--- config.mk ---
export PLATFORM = sky130hd
export DESIGN_NAME = pad_in_filter_flat
export DESIGN_NICKNAME = d
export VERILOG_FILES = /design/src/rtl/pad_in_filter_if.sv /design/src/rtl/pad_in_filter.sv /design/src/flat_wrapper.sv
export SDC_FILE = /design/constraint.sdc
export NUM_CORES = 1
export LEC_CHECK = 0
export BUFFER_PORTS_ARGS = -buffer_cell sky130_fd_sc_hd__buf_2
export CORE_AREA = 2 2 39 41
export CTS_BUF_LIST = sky130_fd_sc_hd__clkbuf_8
export DETAILED_ROUTE_END_ITERATION = 8
export DIE_AREA = 0 0 41 43
export PLACE_DENSITY = 0.66
export REMOVE_ABC_BUFFERS = 1
export SYNTH_ARGS = -nofsm -noshare
export SYNTH_HDL_FRONTEND = slang
export SYNTH_SLANG_ARGS = --single-unit
--- constraint.sdc ---
create_clock -name CLK -period 1.9 [get_ports CLK]
set_input_delay 0.19 -clock CLK [delete_from_list [all_inputs] [get_ports CLK]]
set_output_delay 0.19 -clock CLK [all_outputs]
set_load 0.02 [all_outputs]
--- src/rtl/pad_in_filter_if.sv ---
// ---------------------------------------------------------------------------
// pad_in_filter_if
//
// Purpose:
//   Groups the pad-side input, the control inputs and the filtered outputs of
//   pad_in_filter into one bundle. Clock and reset stay as plain module ports.
//
// Signals:
//   I        raw pad level, asynchronous to the fabric clock
//   EN       1 = debounce qualification active, 0 = bypass qualification
//   EVT_CLR  synchronous clear of the accepted-edge counter
//   O        filtered level
//   RISE     one-cycle pulse when O goes 0->1
//   FALL     one-cycle pulse when O goes 1->0
//   STABLE   1 while the qualifier is idle
//   EVT_CNT  accepted-edge count, 8 bits, saturating
//
// Modports:
//   master   fabric/pad side: drives I, EN, EVT_CLR; observes the outputs
//   slave    the filter itself
// ---------------------------------------------------------------------------
interface pad_in_filter_if;
    logic       I;
    logic       EN;
    logic       EVT_CLR;
    logic       O;
    logic       RISE;
    logic       FALL;
    logic       STABLE;
    logic [7:0] EVT_CNT;

    modport master (
        output I,
        output EN,
        output EVT_CLR,
        input  O,
        input  RISE,
        input  FALL,
        input  STABLE,
        input  EVT_CNT
    );

    modport slave (
        input  I,
        input  EN,
        input  EVT_CLR,
        output O,
        output RISE,
        output FALL,
        output STABLE,
        output EVT_CNT
    );
endinterface : pad_in_filter_if

--- src/rtl/pad_in_filter.sv ---
// ---------------------------------------------------------------------------
// pad_in_filter
//
// Purpose:
//   Brings a raw, asynchronous pad level into the CLK domain through a
//   synchroniser chain, rejects excursions shorter than DEBOUNCE_CYCLES
//   consecutive differing cycles, and presents a clean level O with
//   registered one-cycle RISE/FALL pulses.
//
// Parameters:
//   SYNC_STAGES      synchroniser depth, legal 2..4
//   DEBOUNCE_CYCLES  consecutive differing cycles needed to accept a new
//                    level, legal 1..255
//   INIT_LEVEL       reset value of the synchroniser chain and of O
//
// Ports:
//   CLK    fabric clock
//   RST_N  asynchronous active-low reset (release is expected to be
//          synchronised to CLK upstream)
//   pin    pad_in_filter_if.slave: I, EN, EVT_CLR in; O, RISE, FALL,
//          STABLE, EVT_CNT out
//
// Latency:
//   A level change on I sampled at edge k appears on O at edge
//   k + SYNC_STAGES - 1 + DEBOUNCE_CYCLES (EN = 1), or at edge
//   k + SYNC_STAGES (EN = 0).
//
// Build option:
//   PAD_IN_FILTER_EVT_CNT_EN  when defined, EVT_CNT counts cycles in which
//   RISE or FALL is high (saturating at 255, cleared by EVT_CLR). When not
//   defined, EVT_CNT is constant zero, EVT_CLR is ignored and no counter
//   flops exist.
// ---------------------------------------------------------------------------
module pad_in_filter #(
    parameter int SYNC_STAGES     = 2,
    parameter int DEBOUNCE_CYCLES = 4,
    parameter bit INIT_LEVEL      = 1'b0
) (
    input  logic           CLK,
    input  logic           RST_N,
    pad_in_filter_if.slave pin
);

    // The qualifier counts differing cycles already seen; the edge on which
    // the count would reach DEBOUNCE_CYCLES is the accepting edge. This makes
    // the accepted level appear exactly DEBOUNCE_CYCLES edges after the
    // synchronised level first differs from O.
    localparam logic [7:0] QUAL_LAST     = 8'(DEBOUNCE_CYCLES - 1);
    localparam bit         DIRECT_ACCEPT = (DEBOUNCE_CYCLES <= 1);

    typedef enum logic {
        ST_IDLE = 1'b0,
        ST_QUAL = 1'b1
    } state_t;

    // -----------------------------------------------------------------------
    // Synchroniser chain: plain flop-to-flop, nothing in between stages.
    // -----------------------------------------------------------------------
    logic [SYNC_STAGES-1:0] sync_q;
    logic [SYNC_STAGES-1:0] sync_d;
    logic                   sync_s;

    genvar gi;
    generate
        for (gi = 0; gi < SYNC_STAGES; gi++) begin : g_sync
            if (gi == 0) begin : g_first
                assign sync_d[gi] = pin.I;
            end else begin : g_next
                assign sync_d[gi] = sync_q[gi-1];
            end
        end
    endgenerate

    always_ff @(posedge CLK or negedge RST_N) begin
        if (!RST_N) begin
            sync_q <= {SYNC_STAGES{INIT_LEVEL}};
        end else begin
            sync_q <= sync_d;
        end
    end

    assign sync_s = sync_q[SYNC_STAGES-1];

    // -----------------------------------------------------------------------
    // Qualifier FSM and output registers
    // -----------------------------------------------------------------------
    state_t     state_q, state_d;
    logic [7:0] qual_q,  qual_d;
    logic       o_q,     o_d;
    logic       rise_q,  rise_d;
    logic       fall_q,  fall_d;
    logic       differ;
    logic       accept;

    assign differ = sync_s ^ o_q;

    always_ff @(posedge CLK or negedge RST_N) begin
        if (!RST_N) begin
            state_q <= ST_IDLE;
            qual_q  <= 8'd0;
            o_q     <= INIT_LEVEL;
            rise_q  <= 1'b0;
            fall_q  <= 1'b0;
        end else begin
            state_q <= state_d;
            qual_q  <= qual_d;
            o_q     <= o_d;
            rise_q  <= rise_d;
            fall_q  <= fall_d;
        end
    end

    always_comb begin
        state_d = state_q;
        qual_d  = qual_q;
        o_d     = o_q;
        rise_d  = 1'b0;
        fall_d  = 1'b0;
        accept  = 1'b0;

        if (!pin.EN) begin
            // Bypass: O tracks the synchronised level every cycle. Any
            // qualification in flight is abandoned and the new level is
            // taken on this same edge.
            state_d = ST_IDLE;
            qual_d  = 8'd0;
            accept  = differ;
        end else begin
            case (state_q)
                ST_IDLE: begin
                    qual_d = 8'd0;
                    if (differ) begin
                        if (DIRECT_ACCEPT) begin
                            accept = 1'b1;
                        end else begin
                            state_d = ST_QUAL;
                            qual_d  = 8'd1;
                        end
                    end
                end
                ST_QUAL: begin
                    if (!differ) begin
                        // Level went back before qualifying: glitch, no pulse.
                        state_d = ST_IDLE;
                        qual_d  = 8'd0;
                    end else if (qual_q >= QUAL_LAST) begin
                        accept  = 1'b1;
                        state_d = ST_IDLE;
                        qual_d  = 8'd0;
                    end else begin
                        qual_d = qual_q + 8'd1;
                    end
                end
                default: begin
                    state_d = ST_IDLE;
                    qual_d  = 8'd0;
                end
            endcase
        end

        // accept is only raised while sync_s differs from O, so the new
        // level alone decides the pulse direction.
        if (accept) begin
            o_d    = sync_s;
            rise_d = sync_s;
            fall_d = ~sync_s;
        end
    end

    assign pin.O      = o_q;
    assign pin.RISE   = rise_q;
    assign pin.FALL   = fall_q;
    assign pin.STABLE = (state_q == ST_IDLE);

    // -----------------------------------------------------------------------
    // Accepted-edge counter
    // -----------------------------------------------------------------------
`ifdef PAD_IN_FILTER_EVT_CNT_EN
    logic [7:0] evt_cnt_q, evt_cnt_d;
    logic       evt_pulse;

    assign evt_pulse = rise_q | fall_q;

    always_comb begin
        evt_cnt_d = evt_cnt_q;
        if (pin.EVT_CLR) begin
            // A pulse in the clearing cycle is still counted.
            evt_cnt_d = evt_pulse ? 8'd1 : 8'd0;
        end else if (evt_pulse && (evt_cnt_q != 8'hFF)) begin
            evt_cnt_d = evt_cnt_q + 8'd1;
        end
    end

    always_ff @(posedge CLK or negedge RST_N) begin
        if (!RST_N) begin
            evt_cnt_q <= 8'd0;
        end else begin
            evt_cnt_q <= evt_cnt_d;
        end
    end

    assign pin.EVT_CNT = evt_cnt_q;
`else
    logic unused_evt_clr;
    assign unused_evt_clr = pin.EVT_CLR;
    assign pin.EVT_CNT    = 8'd0;
`endif

    // RISE and FALL come from one accept with opposite polarity.
    a_no_double_pulse: assert property (
        @(posedge CLK) disable iff (!RST_N) !(rise_q && fall_q)
    );

endmodule : pad_in_filter

--- src/flat_wrapper.sv ---
// flat-port wrapper written by rule: the top's interface ports become plain ports
module pad_in_filter_flat 
#(
    parameter int SYNC_STAGES     = 2,
    parameter int DEBOUNCE_CYCLES = 4,
    parameter bit INIT_LEVEL      = 1'b0
)
  (CLK, RST_N, pin_I, pin_EN, pin_EVT_CLR, pin_O, pin_RISE, pin_FALL, pin_STABLE, pin_EVT_CNT);
  pad_in_filter_if pin_i ();
  input  logic CLK;
  input  logic RST_N;
  input wire logic [$bits(pin_i.I)-1:0] pin_I;
  input wire logic [$bits(pin_i.EN)-1:0] pin_EN;
  input wire logic [$bits(pin_i.EVT_CLR)-1:0] pin_EVT_CLR;
  output wire logic [$bits(pin_i.O)-1:0] pin_O;
  output wire logic [$bits(pin_i.RISE)-1:0] pin_RISE;
  output wire logic [$bits(pin_i.FALL)-1:0] pin_FALL;
  output wire logic [$bits(pin_i.STABLE)-1:0] pin_STABLE;
  output wire logic [$bits(pin_i.EVT_CNT)-1:0] pin_EVT_CNT;
  assign pin_i.I = pin_I;
  assign pin_i.EN = pin_EN;
  assign pin_i.EVT_CLR = pin_EVT_CLR;
  assign pin_O = pin_i.O;
  assign pin_RISE = pin_i.RISE;
  assign pin_FALL = pin_i.FALL;
  assign pin_STABLE = pin_i.STABLE;
  assign pin_EVT_CNT = pin_i.EVT_CNT;
  pad_in_filter #(.SYNC_STAGES(SYNC_STAGES), .DEBOUNCE_CYCLES(DEBOUNCE_CYCLES), .INIT_LEVEL(INIT_LEVEL)) u_core (.CLK(CLK), .RST_N(RST_N), .pin(pin_i));
endmodule
# Yosys cells after proc, flatten, opt, wreduce, memory -nomap -nowiden
# Cells that the tools add are included.
[word_totals]
elab_cells = 27
in_bits = 5
output_inout_bits = 12
register_bits = 14
[classes]
bitwise_logic = 3
magnitude_cmp = 1
add_sub_neg = 1
n_mux = 16
[op_table]
columns = ["cell", "count"]
rows = [
  ["2-to-1 mux 8 bit", 3],
  ["one-hot mux 8 bit (2 select lines)", 1],
  ["2-to-1 mux 1 bit", 11],
  ["adder 8 x 1 -> 8 bit, second input constant", 1],
  [">= comparator 8 x 2 -> 1 bit, second input constant", 1],
  ["inverter 1 bit", 2],
  ["one-hot mux 1 bit (2 select lines)", 1],
  ["XOR 1 bit", 1],
]

# Longest topological paths before layout
# Gate-level depths: netlist (run 1).
[logic_depth]
depth_word = 6
depth_mapped = 4
mapped_depth_nobuf = 4

# Least setup slack after synthesis (run 1)
# Ideal clock, no wire load.
[synth_path]
path_type = "flip-flop to flip-flop"
from = "reg u_core.qual_q[0]"
to = "reg u_core.o_q (netlist: u_core.pin.O)"
path_slack_ps = 209
path_stages_with_launch = 5
arrival_time_ps = 1566
synth_period_minus_slack_ps = 1691
path_buffers = 0
setup_time_ps = 125
t_required_ps = 1775
path_cell_list = "dfrtp_1 > ha_1 > or4b_1 > o2bb2ai_2 > mux2_2"
[synth_via]
elab_chain_cells = 5
[synth_rtl]
columns = ["item", "line_no", "rtl"]
rows = [
  ["from (decl)", "pad_in_filter.sv:88", "logic [7:0] qual_q, qual_d;"],
  ["from (signal assigned)", "pad_in_filter.sv:106", "qual_q <= qual_d;"],
  [">= comparator 8 x 2 -> 1 bit", "pad_in_filter.sv:146", "end else if (qual_q >= QUAL_LAST) begin"],
  ["2-to-1 mux 1 bit", "pad_in_filter.sv:146", ""],
  ["2-to-1 mux 1 bit", "pad_in_filter.sv:142", "if (!differ) begin"],
  ["2-to-1 mux 1 bit", "pad_in_filter.sv:129", "case (state_q)"],
  ["2-to-1 mux 1 bit", "pad_in_filter.sv:121", "if (!pin.EN) begin"],
  ["to (signal assigned)", "pad_in_filter.sv:101", "o_q <= INIT_LEVEL;"],
  ["to (signal assigned)", "pad_in_filter.sv:107", "o_q <= o_d;"],
  ["to (decl)", "pad_in_filter.sv:89", "logic o_q, o_d;"],
]
# No other way between the ends.
# A chain may end at the register's enable or synchronous reset.

# Final worst setup path (run 1)
# Ends and elaborated chain as after synthesis.

==> flow_summary.json, run 1 <==
{
  "worstHoldEndpoint": "u_core.sync_q[0]",
  "synth_compound_area_share_pct": 5.26,
  "grt_setup_unrepaired": "false",
  "max_freq_mhz": 558,
  "yosysMostFrequentCell": "dfrtp_1",
  "fin_nets": 64,
  "drtIter0Drc": 2,
  "drv_slew": 0,
  "clock-root-buffer": "clkbuf_8",
  "fillers": 129,
  "wl_um": 694,
  "cts_tree": "built",
  "met3_usage_pct": 3.14,
  "syn_inst": 40,
  "p_sw_uw": 163,
  "multi_input_area_sq_um": 181,
  "port_buffers": 7,
  "setup_viol": 0,
  "yosys.area_share.xor_xnor_pct": 1.60,
  "crit_type": "reg2reg",
  "grt_pass1_vias": 263,
  "cp.arrival_ns": 1.92,
  "ir_drop_uv": 711,
  "hold_viol_final": 0,
  "drive_gt1_share_pct": 26.3,
  "coreArea_sq_um": 1380,
  "grt_usage_pct": 10.1,
  "ant_nets": 0,
  "dieArea_sq_um": 1760,
  "fp.dieW_um": 41,
  "regArea_sq_um": 350,
  "yosysTopAreaCell": "dfrtp_1",
  "drv_cap": 0,
  "finalSetupTns_ns": 0,
  "placed_cells": 68,
  "htreeDepth": 1,
  "dp_hpwl_um": 483,
  "place_congestion": 0.674,
  "clk_pin_slew_ns": 0.06,
  "dr.pass1.iters": 3,
  "syn_area_per_cell_sq_um": 13.7,
  "start_util_pct": 39.5,
  "grt_pass1_wl_um": 1080,
  "grt_start_max_net_pins": 15,
  "yosys.area_share.adder_pct": 2.29,
  "ys_types": 17,
  "cp-start-kind": "register",
  "status": "finished, final reports clean",
  "synth_area_leaders": "dfrtp_1 (64%), buf_4 (11%), nor3b_1 (2.7%), o2bb2ai_2 (2.7%), ha_1 (2.3%)",
  "rr_worst_depth": 4,
  "clock-sinks": 14,
  "synth_mux_area_share_pct": 2.06,
  "ys.flop_type": "dfrtp_1",
  "num_rows": 14,
  "syn_to_final_growth_pct": 19.9,
  "crit_required_ns": 2.03,
  "power_frac_clock_pct": 41.1,
  "async_reset_ff_share_pct": 100,
  "ys.warnings.count": 0,
  "path_max_fanout": 3,
  "ff2ff_setup_slack_ns": 0.11,
  "powerDensity_nw_per_um2": 1050,
  "holdCritPathClass": "in2reg",
  "cts-buffers-inserted": 3,
  "power_uw": 690,
  "min_from": "pin_I",
  "top_usage_layer": "met2",
  "vias": 282,
  "place_area_sq_um": 591,
  "clk-insertion-delay-late_ns": 0.24,
  "synth-seq-cells": 14,
  "leakage_nw": 0.321,
  "internal_power_uw": 527,
  "grt_antenna_before_repair": 0,
  "endpoint_kind": "register",
  "die_h_um": 43,
  "final_cells": 73,
  "synth_edf_count": 0,
  "period_minus_slack_ns": 1.79,
  "grt_overflow": 0,
  "drcViolationCount": 0,
  "n_antenna_cell": 0,
  "cts_buffer_depth": 2,
  "p_seq_share_pct": 48.1,
  "synth_top_family_by_area": "simple AND/OR/NAND/NOR gates",
  "switching_share_pct": 23.6,
  "rr_startpoint": "u_core.qual_q[0]",
  "synth_area_sq_um": 547,
  "synthSimpleGateAreaFrac_pct": 12.4,
  "wire_per_inst_um": 9.51,
  "grt_use_met1_pct": 11.5,
  "regToRegEndpoint": "u_core.pin.O",
  "power_frac_comb_pct": 10.8,
  "hold_depth": 1,
  "synth_top_cell_area_share_pct": 64.1,
  "fin_crit_sh_pct": 94.3,
  "design_area_sq_um": 656,
  "fin_worst_skew_ns": 0.00544,
  "yosys-top-cells-count": "dfrtp_1 (14), buf_4 (8), nand2_1 (2), nor3b_1 (2), or3_1 (2)",
  "ys_seq_area_share_pct": 64.1,
  "io_pins": 17,
  "gr-usage-met2_pct": 14.7,
  "viasPerCell": 3.86
}
==> how the worst max path moves through the flow <==
stage / start / endpoint / slack [ns] / cells after the start
6_report: u_core.qual_q[0] / u_core.pin.O / 0.11 / 4
5_1_grt: u_core.qual_q[0] / u_core.pin.O / 0.04 / 4
4_1_cts: u_core.qual_q[0] / u_core.pin.O / 0.10 / 4
3_5_place_dp: u_core.qual_q[0] / u_core.pin.O / 0.13 / 4
3_3_place_gp: u_core.qual_q[0] / u_core.pin.O / 0.14 / 4
2_1_floorplan: u_core.qual_q[0] / u_core.pin.O / 0.21 / 4
==> state kept, by name, indices dropped and copies added (netlist names) <==
| register | flops |
|---|---|
| u_core.pin.RISE | 1 |
| u_core.qual_q | 8 |
| u_core.state_q | 1 |
| u_core.sync_q | 2 |
| u_core.pin.O | 1 |
| u_core.pin.FALL | 1 |
==> through the flow <==
step	hold slack, ns	util (%)	worst slack, ns
detailed placement	0.0909	42.7	0.134
global placement	0.0865	42.7	0.138
floorplan	-0.106	-	0.209
finish	0.0498	47.4	0.108
CTS	0.0437	47.4	0.104
global route	0.0395	47.4	0.0393
==> cell usage in the layout (no fill, tap or decap), drive strengths merged <==
master / synthesis / routed
conb: 1 / 14
dfrtp: 14 / 14
buf: 8 / 7
clkbuf: 0 / 4
or3: 2 / 2
nand2: 2 / 2
nor3b: 2 / 2
a21oi: 2 / 2
inv: 1 / 1
or4: 1 / 1
or2: 1 / 1
xor2: 1 / 1
nor3: 1 / 1
or4b: 1 / 1
o2bb2ai: 1 / 1
mux2: 1 / 1
ha: 1 / 1
dlygate4sd3: 0 / 1
==> logic make-up after synthesis <==
group / count (synthesis)
compound gates: 3
mux: 1
flops: 14
xor+xnor: 1
other cells: 1
fa+ha+maj: 1
buf+inv: 9
simple gates: 10
==> cell type report <==
type                    count  share of cell area, %
well taps                  16                   3.05
flip-flops and latches     14                   53.4
inverters                   1                  0.573
multi-input cells          30                   27.7
clock buffers               4                   8.40
repair buffers              8                   6.87
==> routing by layer <==
| layer | vias up | wire, um |
|---|---|---|
| met1 | 125 | 288 |
| met4 | 0 | 15 |
| li1 | 144 | - |
| met2 | 11 | 348 |
| met3 | 2 | 42 |
| met5 | - | 0 |
==> power groups by stage <==
stage	Combinational, mW	Clock [mW]	Sequential [mW]
3_5_place_dp	0.0730	0	0.337
5_1_grt	0.0820	0.306	0.334
4_1_cts	0.0749	0.293	0.332
3_3_place_gp	0.0719	0	0.336
2_1_floorplan	0.0429	0	0.343
6_report	0.0746	0.284	0.332
==> critical path, cell delays in order (launching register included) <==
cell and delay (ns):
dfrtp_1 0.38, ha_1 0.21, or4b_1 0.55, o2bb2ai_2 0.19
mux2_2 0.35
==> timing repair <==
action                    4_1_cts  5_1_grt
hold buffers                    1        0
buffers inserted                0        0
hold endpoints to repair       14        0
gates resized for setup         0        0
Note: power is estimated with default switching activity, not from simulation.
==> run 2, diff against run 1 <==
--- a/config.mk
+++ b/config.mk
@@ -11,7 +11,6 @@
 export DETAILED_ROUTE_END_ITERATION = 8
 export DIE_AREA = 0 0 41 43
 export PLACE_DENSITY = 0.66
-export REMOVE_ABC_BUFFERS = 1
 export SYNTH_ARGS = -nofsm -noshare
 export SYNTH_HDL_FRONTEND = slang
 export SYNTH_SLANG_ARGS = --single-unit
==> run 2 against run 1 <==
Effect of this change: sequential power about the same; register-to-register slack better by 0.03 ns; highest routed layer unchanged; wire length down 5.8%; die area unchanged; clock power is 2% lower; critical path depth unchanged; critical path type unchanged.
==> flow_summary.json, run 2 (same netlist as run 1, synthesis figures left out) <==
{
  "status": "finished, final reports clean",
  "start_util_pct": 39.5,
  "dp_hpwl_um": 480,
  "reg_top3": "u_core.qual_q x8, u_core.sync_q x2",
  "clock-root-buffer": "clkbuf_8",
  "io_pins": 17,
  "fp.dieW_um": 41,
  "hold_viol_final": 0,
  "crit_slowest_cell": "or4b_1",
  "cts_resized": 0,
  "dr.pass1.iters": 3,
  "grt_overflow": 0,
  "grt_setup_unrepaired": "false",
  "ir_drop_uv": 441,
  "cp-start-kind": "register",
  "port_buffers": 7,
  "crit_required_ns": 2.03,
  "clk_pin_slew_ns": 0.05,
  "n_antenna_cell": 0,
  "holdCritPathClass": "in2reg",
  "grt_start_max_net_pins": 15,
  "post_cts_buffers": 0,
  "setup_viol": 0,
  "mostFrequentLayoutCells": "conb_1 (14), dfrtp_1 (14), buf_2 (7), clkbuf_8 (4)",
  "max_flop_register": "u_core.qual_q",
  "crit_type": "reg2reg",
  "num_rows": 14,
  "hold_depth": 1,
  "critPathTopFamily": "simple AND/OR/NAND/NOR gates",
  "dieArea_sq_um": 1760,
  "finalSetupTns_ns": 0,
  "ff2ff_setup_slack_ns": 0.14,
  "max_freq_mhz": 567,
  "grt_usage_pct": 10.4,
  "drv_cap": 0,
  "fin_nets": 64,
  "rr_startpoint": "u_core.qual_q[0]",
  "die_h_um": 43,
  "worstHoldEndpoint": "u_core.sync_q[0]",
  "grt_antenna_before_repair": 0,
  "grt_pass1_vias": 281,
  "fin_crit_sh_pct": 92.8,
  "syn_to_final_growth_pct": 19.9,
  "powerDensity_nw_per_um2": 1040,
  "endpoint_kind": "register",
  "drtIter0Drc": 1,
  "cpPeakStageDelay_ns": 0.54,
  "place_congestion": 0.586,
  "drv_slew": 0,
  "wire_per_inst_um": 8.96,
  "clock-sinks": 14,
  "clk-insertion-delay-late_ns": 0.24,
  "viasPerCell": 3.99,
  "cts_tree": "built",
  "fillers": 133,
  "vias": 291,
  "min_from": "pin_I",
  "grt_pass1_wl_um": 1120,
  "drive_gt1_share_pct": 26.3,
  "largest_reg_flops": 8,
  "wl_um": 654,
  "post-route-util_pct": 47.4,
  "path_buf_inv": 0,
  "cp.arrival_ns": 1.89,
  "cp_cell_sequence": "ha_1 > or4b_1 > o2bb2ai_2 > mux2_2",
  "path_max_fanout": 3,
  "cts-buffers-inserted": 3,
  "htreeDepth": 1,
  "drcViolationCount": 0,
  "hold_buffers": 1,
  "period_minus_slack_ns": 1.76,
  "ant_nets": 0,
  "cts_buffer_depth": 2,
  "coreArea_sq_um": 1380,
  "leakage_nw": 0.321,
  "fin_worst_skew_ns": 0.00176,
  "rr_worst_depth": 4,
  "regToRegEndpoint": "u_core.pin.O"
}
## run 2: stage by stage
stage | setup slack (ns) | power (mW) | cells | hold WS, ns | area (sq um)
detailed placement | 0.144 | 0.409 | 68 | 0.0974 | 591
finish | 0.136 | 0.684 | 73 | 0.0531 | 656
CTS | 0.128 | 0.694 | 73 | 0.0462 | 656
global route | 0.0485 | 0.725 | 73 | 0.0391 | 656
floorplan | 0.209 | 0.399 | 53 | -0.106 | 596
global placement | 0.146 | 0.408 | 68 | 0.0950 | 591
## run 2: layout make-up
| cell class | count | area [sq um] | share of cell area (%) |
|---|---|---|---|
| Sequential cell | 14 | 350 | 53.4 |
| Multi-Input combinational cell | 30 | 181 | 27.7 |
| Clock buffer | 4 | 55.1 | 8.40 |
| Timing Repair Buffer | 8 | 45.0 | 6.87 |
| Tap cell | 16 | 20.0 | 3.05 |
| Inverter | 1 | 3.75 | 0.573 |
## run 2: where the power goes
part	switching [mW]	internal [mW]
clock	0.0963	0.183
combinational	0.0487	0.0249
sequential	0.0122	0.319
## run 2: worst reg2reg max path: stages, from the launching register on
cell and delay, ns:
dfrtp_1 0.38, ha_1 0.21, or4b_1 0.54, o2bb2ai_2 0.18, mux2_2 0.35
## run 2: worst max path at each step
| stage | from | endpoint | slack (ns) | cells past startpoint |
|---|---|---|---|---|
| 3_5_place_dp | u_core.qual_q[0] | u_core.pin.O | 0.14 | 4 |
| 2_1_floorplan | u_core.qual_q[0] | u_core.pin.O | 0.21 | 4 |
| 5_1_grt | u_core.qual_q[0] | u_core.pin.O | 0.05 | 4 |
| 6_report | u_core.qual_q[0] | u_core.pin.O | 0.14 | 4 |
| 4_1_cts | u_core.qual_q[0] | u_core.pin.O | 0.13 | 4 |
| 3_3_place_gp | u_core.qual_q[0] | u_core.pin.O | 0.15 | 4 |
## run 2: layer usage
layer	global-route usage, %	share of wire [%]	up-vias
met2	11.6	48	9
li1	-	-	145
met3	6.28	8.4	2
met4	10.0	1.2	0
met5	0	0	-
met1	12.8	42	135
==> run 3, diff against run 2 <==
--- a/config.mk
+++ b/config.mk
@@ -10,7 +10,8 @@
 export CTS_BUF_LIST = sky130_fd_sc_hd__clkbuf_8
 export DETAILED_ROUTE_END_ITERATION = 8
 export DIE_AREA = 0 0 41 43
-export PLACE_DENSITY = 0.66
+export PLACE_DENSITY = 0.69
+export RECOVER_POWER = 50
 export SYNTH_ARGS = -nofsm -noshare
 export SYNTH_HDL_FRONTEND = slang
 export SYNTH_SLANG_ARGS = --single-unit
==> run 3 against run 2 <==
Effect of this change: fmax barely moved; flip-flop and latch count did not move; clock power barely moved; combinational power rose by 1%; sequential power barely moved; final area fell by 0.19%; global-route usage fell by 0.42 points; final cell count did not move; critical path depth did not move; die area did not move; critical endpoint unchanged; highest routed layer is now met3.
==> flow_summary.json, run 3 (same netlist as run 1, synthesis figures left out) <==
{
  "num_rows": 14,
  "p_seq_share_pct": 48.2,
  "finalSetupTns_ns": 0,
  "grt_pass1_vias": 273,
  "syn_to_final_growth_pct": 19.7,
  "setup_viol": 0,
  "drtIter0Drc": 3,
  "max_flop_register": "u_core.qual_q",
  "crit_type": "reg2reg",
  "cp-start-kind": "register",
  "hold_viol_final": 0,
  "clock-root-buffer": "clkbuf_8",
  "cts_resized": 0,
  "dp_hpwl_um": 508,
  "mostFrequentLayoutCells": "conb_1 (14), dfrtp_1 (14), buf_2 (6), clkbuf_8 (4)",
  "power_frac_comb_pct": 10.8,
  "fin_nets": 64,
  "period_minus_slack_ns": 1.76,
  "clock-sinks": 14,
  "io_pins": 17,
  "internal_power_uw": 527,
  "largest_reg_flops": 8,
  "holdCritPathClass": "in2reg",
  "crit_required_ns": 2.03,
  "leakage_nw": 0.318,
  "path_buf_inv": 0,
  "drcViolationCount": 0,
  "wire_per_inst_um": 9.23,
  "worstMarginPinSlew_ns": 0.739,
  "endpoint_kind": "register",
  "p_sw_uw": 159,
  "port_buffers": 7,
  "drive_gt1_share_pct": 24.6,
  "clk_pin_slew_ns": 0.06,
  "cts_buffer_depth": 2,
  "vias": 296,
  "critPathTopFamily": "simple AND/OR/NAND/NOR gates",
  "dr.pass1.iters": 4,
  "power_uw": 686,
  "regArea_sq_um": 350,
  "viasPerCell": 4.05,
  "fp.dieW_um": 41,
  "reg_top3": "u_core.qual_q x8, u_core.sync_q x2",
  "multi_input_area_sq_um": 181,
  "design_area_sq_um": 654,
  "clk-insertion-delay-late_ns": 0.24,
  "dieArea_sq_um": 1760,
  "place_congestion": 0.557,
  "cp_cell_sequence": "ha_1 > or4b_1 > o2bb2ai_2 > mux2_2",
  "maxSlewHeadroom_pct": 50.7,
  "htreeDepth": 1,
  "grt_usage_pct": 9.95,
  "grt_antenna_before_repair": 0,
  "grt_pass1_wl_um": 1100,
  "fin_worst_skew_ns": 0.00310,
  "power_frac_clock_pct": 40.9,
  "wl_um": 674,
  "status": "finished, final reports clean",
  "ir_drop_uv": 532,
  "powerDensity_nw_per_um2": 1050,
  "fin_crit_sh_pct": 92.8,
  "crit_slowest_cell": "or4b_1",
  "cts_tree": "built",
  "grt_setup_unrepaired": "false",
  "cp.arrival_ns": 1.89,
  "drv_slew": 0,
  "start_util_pct": 39.5,
  "max_freq_mhz": 567,
  "die_h_um": 43,
  "grt_start_max_net_pins": 15,
  "grt_overflow": 0,
  "path_max_fanout": 3,
  "switching_share_pct": 23.2,
  "place_area_sq_um": 591,
  "n_antenna_cell": 0,
  "cts-buffers-inserted": 3,
  "cpPeakStageDelay_ns": 0.53,
  "post_cts_buffers": 0,
  "coreArea_sq_um": 1380,
  "ant_nets": 0,
  "drv_cap": 0,
  "fillers": 137
}
-- run 3: cell types whose count changed in the layout (fill, tap and decap cells not counted) --
| cell | change |
|---|---|
| clkbuf_1 | +1 |
| buf_2 | -1 |
-- run 3: through the flow --
step,worst slack [ns],hold slack (ns),cells,util (%)
floorplan,0.209,-0.106,53,-
CTS,0.120,0.0524,73,47.4
global placement,0.150,0.0930,68,42.7
global route,0.0463,0.0448,73,47.3
finish,0.136,0.0560,73,47.3
detailed placement,0.126,0.102,68,42.7
-- run 3: worst reg2reg max path, stage by stage, from the launching register on --
cell,delay [ns]
dfrtp_1,0.37
ha_1,0.20
or4b_1,0.53
o2bb2ai_2,0.19
mux2_2,0.35
-- run 3: path summary, 6_finish.rpt --
check | start | to | slack, ns | cells after the start
setup / recovery | u_core.qual_q[0] | u_core.pin.O | 0.14 | 4
hold / removal | pin_I | u_core.sync_q[0] | 0.06 | 1
setup reg to reg | u_core.qual_q[0] | u_core.pin.O | 0.14 | 4
hold reg to reg | u_core.sync_q[0] | u_core.sync_q[1] | 0.35 | 0
max in group asynchronous | RST_N | u_core.qual_q[4] | 0.91 | 2
min in group asynchronous | RST_N | u_core.qual_q[2] | 0.52 | 2
-- run 3: per-layer routing --
metal,part of all wire (%),track usage [%],up-vias
met1,42,11.7,142
met3,5.5,4.71,0
li1,-,-,145
met5,0,0,-
met2,52,13.1,9
met4,0,8.00,0
-- run 3: area by class of cell --
cell class / count / share of cell area [%]
tap: 16 / 3.06
sequential: 14 / 53.5
timing repair buffer: 8 / 6.69
inverter: 1 / 0.574
clock buffer: 4 / 8.41
multi-input combinational: 30 / 27.7
-- run 3: repair_timing --
action / CTS / global route
endpoints found under the hold margin: 14 / 0
setup endpoints to repair: 0 / 0
hold buffers: 1 / 0
-- run 3: power by group through the flow --
stage	clock network [mW]	logic [mW]	registers, mW
after global routing	0.305	0.0833	0.334
final	0.281	0.0743	0.331
after floorplan	0	0.0556	0.343
after CTS	0.287	0.0753	0.331
after global placement	0	0.0726	0.336
after detailed placement	0	0.0736	0.336
